$ cat src/rtl/dsdmnist_pkg.sv
// dsdmnist post-processing shared types.
// Score/label widths and argmax read-back FSM states.
package dsdmnist_pkg;

  localparam int NUM_CLASS = 10;
  localparam int LABEL_W   = 4;
  localparam int SCORE_W   = 32;

  typedef logic signed [SCORE_W-1:0] score_t;
  typedef logic [LABEL_W-1:0]        label_t;

  typedef enum logic [1:0] {
    IDLE,
    READ,
    DRAIN,
    FIN
  } argmaxrd_state_t;

  function automatic logic cls_last(input label_t k);
    return k == label_t'(NUM_CLASS - 1);
  endfunction

endpackage

$ cat src/rtl/dsdmnist_argmax10.sv
// Streaming 10-class argmax over a valid-qualified score stream.
// Emits a registered one-cycle label pulse after every tenth score.
module dsdmnist_argmax10
  import dsdmnist_pkg::*;
(
  input  logic   clk_i,
  input  logic   rst_ni,
  input  logic   clr_i,
  input  logic   valid_i,
  input  score_t data_i,
  output logic   lbl_v_o,
  output label_t lbl_o
);

  score_t max_q, max_d;
  label_t idx_q, idx_d;
  label_t k_q, k_d;
  label_t lbl_q, lbl_d;
  logic   lbl_v_q, lbl_v_d;
  logic   take;

  // Strict compare keeps the lowest class on ties.
  always_comb begin
    take    = (k_q == '0) || (data_i > max_q);
    max_d   = max_q;
    idx_d   = idx_q;
    k_d     = k_q;
    lbl_d   = lbl_q;
    lbl_v_d = 1'b0;
    if (clr_i) begin
      max_d = '0;
      idx_d = '0;
      k_d   = '0;
    end else if (valid_i) begin
      if (take) begin
        max_d = data_i;
        idx_d = k_q;
      end
      if (cls_last(k_q)) begin
        k_d     = '0;
        lbl_v_d = 1'b1;
        lbl_d   = idx_d;
      end else begin
        k_d = k_q + 1'b1;
      end
    end
  end

  always_ff @(posedge clk_i or negedge rst_ni) begin
    if (!rst_ni) begin
      max_q   <= '0;
      idx_q   <= '0;
      k_q     <= '0;
      lbl_q   <= '0;
      lbl_v_q <= 1'b0;
    end else begin
      max_q   <= max_d;
      idx_q   <= idx_d;
      k_q     <= k_d;
      lbl_q   <= lbl_d;
      lbl_v_q <= lbl_v_d;
    end
  end

  assign lbl_v_o = lbl_v_q;
  assign lbl_o   = lbl_q;

endmodule

$ cat src/rtl/dsdmnist_argmaxrd.sv
// Result-buffer read-back with per-image argmax.
// Writes one predicted digit per image into the label buffer.
module dsdmnist_argmaxrd
  import dsdmnist_pkg::*;
#(
  parameter int IMGNUM = 10,
  parameter int OAW    = 10,
  parameter int LAW    = 7
) (
  input  logic               i_CLK,
  input  logic               i_RST_n,
  input  logic               i_START,
  output logic               o_RESULTBUF_EN,
  output logic [OAW-1:0]     o_RESULTBUF_ADDR,
  input  logic [SCORE_W-1:0] i_RESULTBUF_DATA,
  output logic               o_LABELBUF_EN,
  output logic               o_LABELBUF_WE,
  output logic [LAW-1:0]     o_LABELBUF_ADDR,
  output logic [LABEL_W-1:0] o_LABELBUF_DATA,
  output logic               o_BUSY,
  output logic               o_DONE
);

  if (IMGNUM < 1) begin : g_img_chk
    $error("IMGNUM must be at least 1");
  end
  if (IMGNUM * NUM_CLASS > 2 ** OAW) begin : g_oaw_chk
    $error("IMGNUM*10 exceeds result buffer");
  end
  if (IMGNUM > 2 ** LAW) begin : g_law_chk
    $error("IMGNUM exceeds label buffer");
  end

  localparam logic [OAW-1:0] ADDR_LAST =
    OAW'(IMGNUM * NUM_CLASS - 1);
  localparam logic [LAW-1:0] IMG_LAST =
    LAW'(IMGNUM - 1);

  argmaxrd_state_t state_q, state_d;
  logic            en_q, en_d;
  logic [OAW-1:0]  addr_q, addr_d;
  logic [LAW-1:0]  img_q, img_d;
  logic            busy_q, busy_d;
  logic            done_q, done_d;
  logic            rd_v_q;
  logic            clr;
  logic            lbl_v;
  label_t          lbl;

  always_comb begin
    state_d = state_q;
    en_d    = 1'b0;
    addr_d  = addr_q;
    img_d   = img_q;
    busy_d  = busy_q;
    done_d  = done_q;
    clr     = 1'b0;
    if (lbl_v && (img_q != IMG_LAST)) begin
      img_d = img_q + 1'b1;
    end
    unique case (state_q)
      IDLE, FIN: begin
        if (i_START) begin
          state_d = READ;
          en_d    = 1'b1;
          addr_d  = '0;
          img_d   = '0;
          busy_d  = 1'b1;
          done_d  = 1'b0;
          clr     = 1'b1;
        end
      end
      READ: begin
        if (addr_q == ADDR_LAST) begin
          state_d = DRAIN;
        end else begin
          en_d   = 1'b1;
          addr_d = addr_q + 1'b1;
        end
      end
      DRAIN: begin
        // Only the final image's pulse can land here.
        if (lbl_v) begin
          state_d = FIN;
          busy_d  = 1'b0;
          done_d  = 1'b1;
        end
      end
    endcase
  end

  always_ff @(posedge i_CLK or negedge i_RST_n) begin
    if (!i_RST_n) begin
      state_q <= IDLE;
      en_q    <= 1'b0;
      addr_q  <= '0;
      img_q   <= '0;
      busy_q  <= 1'b0;
      done_q  <= 1'b0;
      rd_v_q  <= 1'b0;
    end else begin
      state_q <= state_d;
      en_q    <= en_d;
      addr_q  <= addr_d;
      img_q   <= img_d;
      busy_q  <= busy_d;
      done_q  <= done_d;
      rd_v_q  <= en_q;
    end
  end

  dsdmnist_argmax10 u_argmax (
    .clk_i   (i_CLK),
    .rst_ni  (i_RST_n),
    .clr_i   (clr),
    .valid_i (rd_v_q),
    .data_i  (score_t'(i_RESULTBUF_DATA)),
    .lbl_v_o (lbl_v),
    .lbl_o   (lbl)
  );

  assign o_RESULTBUF_EN   = en_q;
  assign o_RESULTBUF_ADDR = addr_q;
  assign o_LABELBUF_EN    = lbl_v;
  assign o_LABELBUF_WE    = lbl_v;
  assign o_LABELBUF_ADDR  = img_q;
  assign o_LABELBUF_DATA  = lbl;
  assign o_BUSY           = busy_q;
  assign o_DONE           = done_q;

endmodule

$ cat config.mk
export PLATFORM = sky130hd
export DESIGN_NAME = dsdmnist_argmaxrd
export DESIGN_NICKNAME = d
export VERILOG_FILES = /design/src/rtl/dsdmnist_pkg.sv /design/src/rtl/dsdmnist_argmax10.sv /design/src/rtl/dsdmnist_argmaxrd.sv
export SDC_FILE = /design/constraint.sdc
export NUM_CORES = 1
export LEC_CHECK = 0
export BUFFER_PORTS_ARGS = -buffer_cell sky130_fd_sc_hd__clkbuf_2
export CORE_ASPECT_RATIO = 1.75
export CORE_MARGIN = 2
export CORE_UTILIZATION = 45
export DETAILED_ROUTE_END_ITERATION = 12
export PLACE_DENSITY_LB_ADDON = 0.08
export SETUP_SLACK_MARGIN = 0.02
export SLEW_MARGIN = 20
export SYNTH_ARGS = -nofsm -noshare
export SYNTH_HDL_FRONTEND = slang
export SYNTH_SLANG_ARGS = --single-unit
$ cat constraint.sdc
create_clock -name i_CLK -period 2.95 [get_ports i_CLK]
set_input_delay 0 -clock i_CLK [delete_from_list [all_inputs] [get_ports i_CLK]]
set_output_delay 0 -clock i_CLK [all_outputs]
set_load 0.005 [all_outputs]
# Yosys cells after proc, flatten, opt, wreduce, memory -nomap -nowiden
# Index checks and enable logic that the tools add are counted.
word_totals:
  regBits: 68
  latchBits: 0
  ramBits: 0
  rom_bits: 0
  input_bits: 35
  out_inout_bits: 26
  elab_cells: 73
  memories: 0
op_classes:
  addsub: 3
  n_mul: 0
  div_mod_pow: 0
  magnitude_cmp: 1
  n_eq_ne: 10
  shift: 0
  n_mux: 32
  bitwise_logic: 1
  n_reduce_logical: 14
op_table:
  columns: ["cell", "count"]
  rows:
  - ["$mux W32", 3]
  - ["$gt A32 B32 Y1", 1]
  - ["$mux W4", 6]
  - ["$mux W7", 3]
  - ["$mux W10", 2]
  - ["$pmux W10 S2", 1]
  - ["$reduce_and A3 Y1", 4]
  - ["$add A10 B1 Y10 const B", 1]
  - ["$eq A10 B7 Y1 const B", 1]
  - ["$mux W1", 10]
  - ["$reduce_bool A2 Y1", 4]
  - ["$add A7 B1 Y7 const B", 1]
  - ["$ne A7 B4 Y1 const B", 1]
  - ["$mux W2", 3]
  - ["$ne A2 B2 Y1 const B", 3]
  - ["$pmux W1 S2", 3]
  - ["$pmux W2 S3", 1]
  - ["$add A4 B1 Y4 const B", 1]
  - ["$eq A2 B2 Y1 const B", 2]
  - ["$eq A4 B4 Y1 const B", 1]
  - ["$logic_not A4 Y1", 1]
  - ["$eq A2 B1 Y1 const B", 1]
  - ["$logic_not A2 Y1", 1]
  - ["$ne A2 B1 Y1 const B", 1]
  - ["5 further kinds", 5]

# Depth between registers and ports, before layout
depth:
  ltp_word: 5
  depth_mapped: 11
  depth_no_buf: 9

# Modules after synthesis
# A second synthesis with hierarchy kept.
unflattened:
  cells_unflattened: 382
  hier_area_um2: 3940.0
by_module_without_submodules:
  columns: ["mod", "instances", "cells_per_inst", "area_each_um2", "seq_area_each_um2"]
  rows:
  - ["dsdmnist_argmax10", 1, 258, 2726.4, 1126.1]
  - ["dsdmnist_argmaxrd", 1, 124, 1213.7, 575.6]

# Worst setup path before layout
# OpenSTA, ideal clock, no wires.
synth_timing:
  path_kind: "reg-to-reg"
  startpoint: "register u_argmax.max_q[17]"
  endpoint: "register u_argmax.lbl_q[1], in the netlist u_argmax.lbl_o[1]"
  setup_time_ps: 82
  arrival_ps: 2515
  t_required_ps: 2868
  path_slack_ps: 353
  stages_incl_launch_ff: 11
  path_buffers: 1
  period_less_slack_ps: 2597
  cell_sequence: "dfrtp_1 inv_1 ha_1 a21o_1 a221o_1 a221oi_2 o21ai_2 a2111oi_4 buf_6 o21ai_1 a31oi_1"
synth_between:
  elab_chain_cells: 3
synth_rtl:
  columns: ["element", "line_no", "source"]
  rows:
  - ["start, declared", "dsdmnist_argmax10.sv:15", "score_t max_q, max_d;"]
  - ["start signal, assigned", "dsdmnist_argmax10.sv:57", "max_q <= max_d;"]
  - ["$gt A32 B32 Y1", "dsdmnist_argmax10.sv:24", "take = (k_q == '0) || (data_i > max_q);"]
  - ["$logic_or A1 B1 Y1", "dsdmnist_argmax10.sv:24", null]
  - ["$mux W4", "dsdmnist_argmax10.sv:35", "if (take) begin"]
  - ["end signal, assigned", "dsdmnist_argmax10.sv:60", "lbl_q <= lbl_d;"]
  - ["end, declared", "dsdmnist_argmax10.sv:18", "label_t lbl_q, lbl_d;"]
# No other way between the ends.
# A chain may end at the register's enable or synchronous reset.

# Worst setup path after layout
layout_timing:
  startpoint: "register u_argmax.max_q[19]"
  endpoint: "register u_argmax.max_q[28]"
layout_between:
  elab_chain_cells: 4
layout_rtl:
  columns: ["element", "line_no"]
  rows:
  - ["$gt A32 B32 Y1", "dsdmnist_argmax10.sv:24"]
  - ["$logic_or A1 B1 Y1", "dsdmnist_argmax10.sv:24"]
  - ["$reduce_bool A2 Y1 (no source line)", null]
  - ["$reduce_and A2 Y1 (no source line)", null]
# No other way between the ends.

==> flow_metrics.env <==
export IMPL_outcome="finished clean"
export IMPL_synth_area_sq_um=4210
export IMPL_synth_top_area_share=0.405
export IMPL_critPathLaunchType="flop"
export IMPL_routedWlPerCell_microns=16.9
export IMPL_htreeDepth=3
export IMPL_synth_seq_cells=68
export IMPL_yosysWarnings=0
export IMPL_grt_pass1_vias=4029
export IMPL_place_inst=632
export IMPL_track_usage=0.236
export IMPL_port_buffers=60
export IMPL_synth_edff_count=0
export IMPL_die_w_microns=77.1
export IMPL_routed_wl_mm=11.6
export IMPL_grt_max_degree=48
export IMPL_worst_ep_required_time_ns=3.14
export IMPL_clk_pin_slew_ns=0.06
export IMPL_coreArea_sq_um=9090
export IMPL_hpwl_mm=7.77
export IMPL_syn2layout_area_growth_pct=28.1
export IMPL_setup_viol=0
export IMPL_period_share=0.934
export IMPL_hp_class="in -> async"
export IMPL_path_class="reg -> reg"
export IMPL_numCtsBuffers=9
export IMPL_synth_area_leader_cell="dfrtp_1"
export IMPL_cts_path_max_buffers=2
export IMPL_die_h_microns=132
export IMPL_final_min_clock_period_ns=2.76
export IMPL_cts_tree="yes"
export IMPL_hold_slack_ns=0.204
export IMPL_rsz0062_at_grt="false"
export IMPL_netlist_top_cells_area="dfrtp_1 40%, ha_1 12%, a21oi_1 6.4%"
export IMPL_synth_common_cells="68 x dfrtp_1, 54 x a21oi_1, 42 x inv_1, 42 x nand4_1, 41 x ha_1"
export IMPL_clock_skew_ns=0.00726
export IMPL_async_reset_ff_frac=1.00
export IMPL_finalNonFillerCells=685
export IMPL_syn_avg_cell_area_sq_um=9.16
export IMPL_grt_pass1_wl_mm=19.3
export IMPL_reg2reg_to="u_argmax.max_q[28]"
export IMPL_start_util=0.462
export IMPL_reg2reg_slack_ns=0.19
export IMPL_drt_initial_drc_count=284
export IMPL_fp_row_count=46
export IMPL_finalHoldViolations=0
export IMPL_tns_ns=0
export IMPL_ir_drop_mv=0.850
export IMPL_synth_seq_area_share=0.405
export IMPL_fmax_mhz=363
export IMPL_n_fill_cell=877
export IMPL_worstPathArrival_ns=2.95
export IMPL_final_area_sq_um=5390
export IMPL_multi_input_area_sq_um=2230
export IMPL_synth_ff_type="dfrtp_1"
export IMPL_crit_path_end="u_argmax.max_q[28]"
export IMPL_p_per_area_nw_per_um2=807
export IMPL_cts_sinks=68
export IMPL_p_leak_nw=2.53
export IMPL_synthCells=459
export IMPL_root_buffer="clkbuf_16"
export IMPL_r2r_start="u_argmax.max_q[19]"
export IMPL_antenna_left=0
export IMPL_place_congestion=0.801
export IMPL_synth_cell_type_count=51
export IMPL_firstDrtPassIters=4
export IMPL_insertion_delay_ns=0.33
export IMPL_vias=3918
export IMPL_antennaDiodeCount=0
export IMPL_end_kind="flop"
export IMPL_routed_via_density=5.72
export IMPL_setup_ws_ns=0.194
export IMPL_finalNetCount=636
export IMPL_antenna_found_initial=0
export IMPL_die_area_sq_um=10200
export IMPL_synth_nets=535
export IMPL_pin_count=61
export IMPL_drive_gt1_frac=0.195
export IMPL_synthMostInstantiatedCell="dfrtp_1"
export IMPL_slew_headroom=0.574
export IMPL_rr_worst_depth=11
export IMPL_dpl_cell_area_sq_um=4680
export IMPL_place_ws_ns=0.111
export IMPL_drc=0
export IMPL_slew_viol_final=0
export IMPL_power_total_mw=4.35
export IMPL_critPathMaxFanout=13
export IMPL_register_area_sq_um=1700
export IMPL_crit_path_start="u_argmax.max_q[19]"
export IMPL_tightest_slew_ns=0.635
export IMPL_grt_overflow_total=0
export IMPL_post_route_util=0.592
export IMPL_cap_violations=0
## worst min-delay path by stage
stage / from / to
global route: i_RST_n / u_argmax.max_q[29]
global placement: i_RST_n / u_argmax.max_q[25]
detailed placement: i_RST_n / u_argmax.max_q[25]
floorplan: i_RST_n / o_BUSY
CTS: i_RST_n / u_argmax.max_q[29]
finish: i_RST_n / u_argmax.max_q[24]
## layout make-up
class | instances | area share
multi-input cells | 321 | 0.415
flip-flops and latches | 68 | 0.316
repair buffers | 117 | 0.155
clock buffers | 12 | 0.0476
inverters | 43 | 0.0300
well taps | 120 | 0.0279
clock inverters | 4 | 0.00883
## cells by family after synthesis
| group | share of synthesized area |
|---|---|
| flip-flops | 0.405 |
| AO/OA/AOI/OAI | 0.204 |
| AND/OR/NAND/NOR | 0.169 |
| multiplexers | 0.00506 |
| XOR/XNOR | 0.0250 |
| adder cells (fa/ha/maj) | 0.122 |
| buffers and inverters | 0.0705 |
## per-layer routing
layer  share of wire  vias up  global-route usage
met1            0.40     1917               0.269
li1                -     1879                   -
met5               0        -                   0
met2            0.55      101               0.435
met4           0.022        0              0.0883
met3           0.033       21              0.0370
## power by group
group,switching (mW),leakage [nW],internal (mW)
Sequential,0.147,0.904,1.15
Clock,0.396,0.149,0.697
Combinational,1.22,1.47,0.734
Total,1.76,2.53,2.59
## layout by cell type, fill, tap and decap left out, types with 3 or more instances in the layout
master and count:
inv_1 42, xor2_1 8, o211ai_1 3, buf_6 3, xnor2_1 4, buf_4 18
nor2_1 29, ha_1 41, nand3_1 11, clkbuf_16 9, a31oi_1 4, nand2b_1 4
nand4_1 42, and3_1 3, o21ai_0 11, dlygate4sd3_1 34, clkbuf_2 59, nand2_1 32
dfrtp_1 68, o31ai_1 34, a21oi_1 54
## timing repair
action	in CTS	in global routing
setup endpoints to repair	0	39
endpoints found under the hold margin	53	0
buffers inserted	0	2
hold buffers	34	0
resized for setup	0	6
## critical path, stage by stage (launching register included)
cell	delay, ns
dfrtp_1	0.34
inv_1	0.04
ha_1	0.29
and2_0	0.19
a221o_1	0.31
a221oi_2	0.28
o21ai_2	0.13
buf_4	0.17
a2111o_1	0.45
buf_4	0.22
nand4_1	0.12
a21oi_1	0.07
## state kept, by name, indices dropped and copies added, names as in the netlist
name,count
u_argmax.max_q,32
o_RESULTBUF_ADDR,10
o_LABELBUF_ADDR,7
u_argmax.idx_q,4
u_argmax.k_q,4
u_argmax.lbl_o,4
state_q,2
o_BUSY,1
o_DONE,1
o_RESULTBUF_EN,1
rd_v_q,1
u_argmax.lbl_v_o,1
No activity file was read; power rests on OpenSTA's default activity.
